<file path="src/rtl/mem_arb_pkg.sv">
// Shared types and default sizes for the instruction-fetch / load-store memory arbiter.
package mem_arb_pkg;

    localparam int unsigned DEF_ADDR_W  = 9;
    localparam int unsigned DEF_DATA_W  = 32;
    localparam int unsigned DEF_TIMEOUT = 15;

    typedef enum logic [1:0] {
        IDLE,
        MEM,
        RESP
    } arb_state_e;

    typedef enum logic [1:0] {
        GNT_NONE,
        GNT_IF,
        GNT_LS
    } grant_e;

endpackage

</file>
<file path="src/rtl/mem_arb_watchdog.sv">
// Counts MEM cycles without mem_ack and flags expiry on the TIMEOUT-th such cycle.
// Only instantiated when MEM_ARB_TIMEOUT_EN is defined.
module mem_arb_watchdog #(
    parameter int unsigned TIMEOUT = 15
) (
    input  logic clk,
    input  logic reset,
    input  logic start,
    input  logic active,
    input  logic ack,
    output logic expired
);

    localparam int unsigned CNT_W = $clog2(TIMEOUT + 1);

    logic [CNT_W-1:0] count;

    // count holds the number of ack-less MEM cycles already completed
    always_ff @(posedge clk or posedge reset) begin
        if (reset) begin
            count <= '0;
        end else if (start) begin
            count <= '0;
        end else if (active && !ack && !expired) begin
            count <= count + 1'b1;
        end
    end

    assign expired = active && !ack && (count == CNT_W'(TIMEOUT - 1));

endmodule

</file>
<file path="src/rtl/mem_arbiter.sv">
// Fixed-priority (LS over IF) arbiter for the shared data-memory port with a req/ack handshake.
// Optional mem_ack watchdog enabled by defining MEM_ARB_TIMEOUT_EN.
module mem_arbiter
    import mem_arb_pkg::*;
#(
    parameter int unsigned ADDR_W  = DEF_ADDR_W,
    parameter int unsigned DATA_W  = DEF_DATA_W,
    parameter int unsigned TIMEOUT = DEF_TIMEOUT
) (
    input  logic              clk,
    input  logic              reset,
    input  logic              if_req,
    input  logic [ADDR_W-1:0] if_addr,
    output logic [DATA_W-1:0] if_rdata,
    output logic              if_valid,
    input  logic              ls_req,
    input  logic              ls_we,
    input  logic [ADDR_W-1:0] ls_addr,
    input  logic [DATA_W-1:0] ls_wdata,
    output logic [DATA_W-1:0] ls_rdata,
    output logic              ls_valid,
    output logic              mem_req,
    output logic              mem_we,
    output logic [ADDR_W-1:0] mem_addr,
    output logic [DATA_W-1:0] mem_wdata,
    input  logic [DATA_W-1:0] mem_rdata,
    input  logic              mem_ack,
    output logic              stall,
    output logic              err
);

    if (TIMEOUT < 1) begin : g_bad_timeout
        $error("mem_arbiter: TIMEOUT must be at least 1");
    end

    arb_state_e        state, state_d;
    grant_e            grant, grant_d;
    logic              grant_now;
    logic              done;
    logic              in_mem;
    logic              expired;
    logic [DATA_W-1:0] resp_data;

    assign in_mem = (state == MEM);

    always_ff @(posedge clk or posedge reset) begin
        if (reset) begin
            state <= IDLE;
            grant <= GNT_NONE;
        end else begin
            state <= state_d;
            grant <= grant_d;
        end
    end

    always_comb begin
        state_d   = state;
        grant_d   = grant;
        grant_now = 1'b0;
        done      = 1'b0;
        case (state)
            IDLE: begin
                if (ls_req) begin
                    grant_d   = GNT_LS;
                    state_d   = MEM;
                    grant_now = 1'b1;
                end else if (if_req) begin
                    grant_d   = GNT_IF;
                    state_d   = MEM;
                    grant_now = 1'b1;
                end
            end
            MEM: begin
                if (mem_ack || expired) begin
                    state_d = RESP;
                    done    = 1'b1;
                end
            end
            RESP: begin
                state_d = IDLE;
                grant_d = GNT_NONE;
            end
            default: begin
                state_d = IDLE;
                grant_d = GNT_NONE;
            end
        endcase
    end

    // stores and watchdog aborts both complete with zero read data
    assign resp_data = (!mem_ack || mem_we) ? '0 : mem_rdata;

    always_ff @(posedge clk or posedge reset) begin
        if (reset) begin
            mem_we    <= 1'b0;
            mem_addr  <= '0;
            mem_wdata <= '0;
            if_rdata  <= '0;
            ls_rdata  <= '0;
        end else begin
            if (grant_now) begin
                mem_we    <= ls_req ? ls_we : 1'b0;
                mem_addr  <= ls_req ? ls_addr : if_addr;
                mem_wdata <= ls_req ? ls_wdata : '0;
            end
            if (done) begin
                if (grant == GNT_LS) begin
                    ls_rdata <= resp_data;
                end else begin
                    if_rdata <= resp_data;
                end
            end
        end
    end

    assign mem_req  = in_mem;
    assign if_valid = (state == RESP) && (grant == GNT_IF);
    assign ls_valid = (state == RESP) && (grant == GNT_LS);
    assign stall    = (if_req & ~if_valid) | (ls_req & ~ls_valid);

`ifdef MEM_ARB_TIMEOUT_EN
    logic timed_out;

    mem_arb_watchdog #(
        .TIMEOUT (TIMEOUT)
    ) u_watchdog (
        .clk     (clk),
        .reset   (reset),
        .start   (grant_now),
        .active  (in_mem),
        .ack     (mem_ack),
        .expired (expired)
    );

    always_ff @(posedge clk or posedge reset) begin
        if (reset) begin
            timed_out <= 1'b0;
        end else if (state == MEM) begin
            timed_out <= expired;
        end else if (state == IDLE) begin
            timed_out <= 1'b0;
        end
    end

    assign err = (state == RESP) && timed_out;
`else
    assign expired = 1'b0;
    assign err     = 1'b0;
`endif

endmodule

</file>
<file path="config.mk">
export PLATFORM = sky130hd
export DESIGN_NAME = mem_arbiter
export DESIGN_NICKNAME = d
export VERILOG_FILES = /design/src/rtl/mem_arb_pkg.sv /design/src/rtl/mem_arb_watchdog.sv /design/src/rtl/mem_arbiter.sv
export SDC_FILE = /design/constraint.sdc
export NUM_CORES = 1
export LEC_CHECK = 0
export CORE_ASPECT_RATIO = 1.5
export CORE_MARGIN = 8
export CORE_UTILIZATION = 46
export CTS_CLUSTER_DIAMETER = 80
export DETAILED_ROUTE_END_ITERATION = 8
export PLACE_DENSITY = 0.95
export SLEW_MARGIN = 30
export SYNTH_ARGS = -nofsm -noshare
export SYNTH_HDL_FRONTEND = slang
export SYNTH_SLANG_ARGS = --single-unit
</file>
<file path="constraint.sdc">
create_clock -name clk -period 8.6 [get_ports clk]
set_input_delay 1.72 -clock clk [delete_from_list [all_inputs] [get_ports clk]]
set_output_delay 1.72 -clock clk [all_outputs]
set_load 0.02 [all_outputs]
</file>
==> impl_metrics.csv <==
group,metric,value,unit
power_and_ir_drop,irDropWorstVdd,0.254,mV
final_layout,final_area,6930,um2
detailed_routing,via_per_inst,5.14,
final_layout,diodes,0,
critical_path,required,6.88,ns
cts,cts.hold.buffers_added,0,
cts,root_buffer,"clkbuf_16",
grt,grt_pass1_vias,3694,
cts,cts_resized,0,
detailed_routing,dr.pass1.iters,4,
grt,use_met2,31.7,%
job,max_cap_violations,0,
final_layout,final_cells,614,
grt,use_met3,7.33,%
cts,cts.path.max_buffers,2,
detailed_routing,remaining_drc_errors,0,
logic_synthesis,netlist_area,4580,um2
cts,cts_buffers,9,
power_and_ir_drop,pwr_density_cell,360,nW/um2
sta,fin_crit_sh,60.2,%
critical_path,crit_arrival,3.46,ns
final_layout,final_util,71.5,%
die,core_area,9690,um2
cts,clk_pin_slew,0.07,ns
sta,fmax,0.193,GHz
final_layout,nets,582,
logic_synthesis,synth.avg_cell_area,15.2,um2
final_layout,fillers,621,
sta,timing.hold.ws,0.485,ns
die,initial_core_util,47.2,%
final_layout,area_growth,51.3,%
sta,final_hold_viol_count,0,
logic_synthesis,yosysUniqueCellTypes,28,
critical_path,path_class,"in -> out",
final_layout,drive_gt1_share,21.4,%
logic_synthesis,synth_nets,390,
sta,skew,0.00836,ns
place,place_congestion,0.818,
grt,grtUsageMet1,18.6,%
sta,slew_headroom,52.2,%
place,place_area,6590,um2
critical_path,worst_setup_path_end_kind,"primary output",
grt,grt_usage,18.1,%
sta,finalSetupViolCount,0,
detailed_routing,first_iter_violations,86,
critical_path,startpoint,"ls_req",
cts,htreeDepth,3,
sta,setup-tns-final,0,ns
grt,grt_pass1_wl,19800,um
cts,clk_latency,0.34,ns
sta,fin_crit,5.18,ns
die,die_area,13500,um2
logic_synthesis,synth_seq_cells,110,
logic_synthesis,syn_inst,302,
die,core.rowCount,44,
hold_path,hold_start,"if_rdata[0]",
critical_path,crit_fanout,12,
sta,tightest_slew,0.718,ns
place,dp.cells,597,
logic_synthesis,ys_seq_area_share,60.1,%
cts,cts_tree,"done",
die,ioPinCount,199,
sta,rsz0062_at_grt,"no",
critical_path,worst_r2r_startpoint,"grant[1]",
detailed_routing,wire_per_inst,19.7,um
place,numPortBuffers,197,
grt,top_usage_layer,"met2",
hold_path,hold_class,"reg -> reg",
logic_synthesis,yosys_warnings,0,
detailed_routing,antenna_left,0,
logic_synthesis,synth_top_area_share,60.1,%
detailed_routing,wl,12100,um
cts,cts_sinks,110,
grt,antenna_found_initial,0,
sta,final-max-slew-violation-count,0,
cts,cts_setup_buffers,0,
place,dpl.hpwl,9110,um
status,outcome,"complete, no violations",
logic_synthesis,ys_top_cells_by_area,"dfrtp_1 60%, mux2_2 12%, mux2_4 9.8%",
die,die_y,138,um
die,die_w,97.4,um
logic_synthesis,synth_top_cell_by_area,"dfrtp_1",
critical_path,crit_path_start_kind,"input port",
grt,grt_max_degree,59,
grt,gr-total-overflow,0,
detailed_routing,num_vias,3154,
power_and_ir_drop,leakagePower,3.07,nW
[metal layers]
metal  vias up  share of wire (%)
met4         0                2.3
met2       131                 52
met1      1560                 37
li1       1442                  -
met3        21                8.2
met5         -                  0
[registers in the layout, summed over array words and instances, names as in the netlist]
signal     count
if_rdata      32
mem_addr       9
ls_rdata      32
mem_we         1
state          2
grant          2
mem_wdata     32
[critical path, stage by stage]
cell and delay [ns]:
clkdlybuf4s50_1 0.78, inv_1 0.17, o22ai_1 0.15, clkdlybuf4s50_1 0.64
[metrics by stage]
step | total power [W] | setup WS, ns
finish | 0.00249 | 3.42
global route | 0.00262 | 3.32
CTS | 0.00251 | 3.41
detailed placement | 0.00209 | 3.41
global placement | 0.00204 | 3.42
floorplan | 0.00151 | 3.98
[cells by family after synthesis]
kind of cell    share of synthesized area [%]
simple gates                             6.40
mux                                      22.6
other cells                            0.0819
buf+inv                                  3.72
flops                                    60.1
compound gates                           7.03
[placed cells by master (no fill, tap or decap)]
master	Yosys	layout
bufinv_16	0	1
nor3_1	1	1
o21ai_2	1	1
and3_4	0	1
nor2b_2	1	1
nand2b_1	1	1
nor2_1	2	2
a21oi_1	2	2
inv_1	5	4
conb_1	1	1
buf_6	1	1
nand3b_1	1	1
nor2_4	0	1
clkinvlp_4	0	1
o31ai_1	1	1
and3_1	2	1
clkinv_2	0	1
buf_16	0	1
mux2_1	2	2
buf_4	4	2
nor4bb_1	1	1
mux2_2	50	50
inv_4	0	1
mux2_4	30	30
inv_8	0	1
nor3_4	0	1
clkbuf_16	0	9
and2_1	32	32
a22o_1	33	33
nor2b_4	0	1
dfrtp_1	110	110
clkdlybuf4s50_1	0	197
o22ai_1	1	1
nor2b_1	3	2
inv_6	0	3
[layout make-up]
type	count	area, um2	share of cell area [%]
multi-input combinational	167	1680	24.2
inverter	5	21.3	0.307
clock buffer	9	225	3.25
tap	115	144	2.08
timing repair buffer	201	2030	29.2
clock inverter	7	80.1	1.16
sequential	110	2750	39.7
[report_power, final]
part           switching, W  internal, W
Clock              0.000188     0.000231
Combinational      0.000566     0.000643
Sequential         0.000136     0.000732
Total              0.000890      0.00160
[cell usage after synthesis]
cell type	n
a21oi_1	2
a22o_1	33
and2_1	32
and3_1	2
buf_12	3
buf_2	3
buf_4	4
buf_6	1
clkbuf_1	8
clkbuf_2	1
conb_1	1
dfrtp_1	110
inv_1	5
mux2_1	2
mux2_2	50
mux2_4	30
nand2b_1	1
nand3b_1	1
nor2_1	2
nor2_2	1
nor2b_1	3
nor2b_2	1
nor3_1	1
nor3_2	1
nor4bb_1	1
o21ai_2	1
o22ai_1	1
o31ai_1	1
[path summary, 6_finish.rpt]
kind                                 to  depth (start not counted)  slack [ns]
max in group asynchronous  if_rdata[22]                          3        5.58
setup / recovery                  stall                          4        3.42
hold reg to reg             if_rdata[0]                          1        0.49
setup reg to reg           ls_rdata[31]                          3        6.68
min in group asynchronous   ls_rdata[8]                          2        1.84
hold / removal              if_rdata[0]                          1        0.49
(Power assumes the default switching activity.)
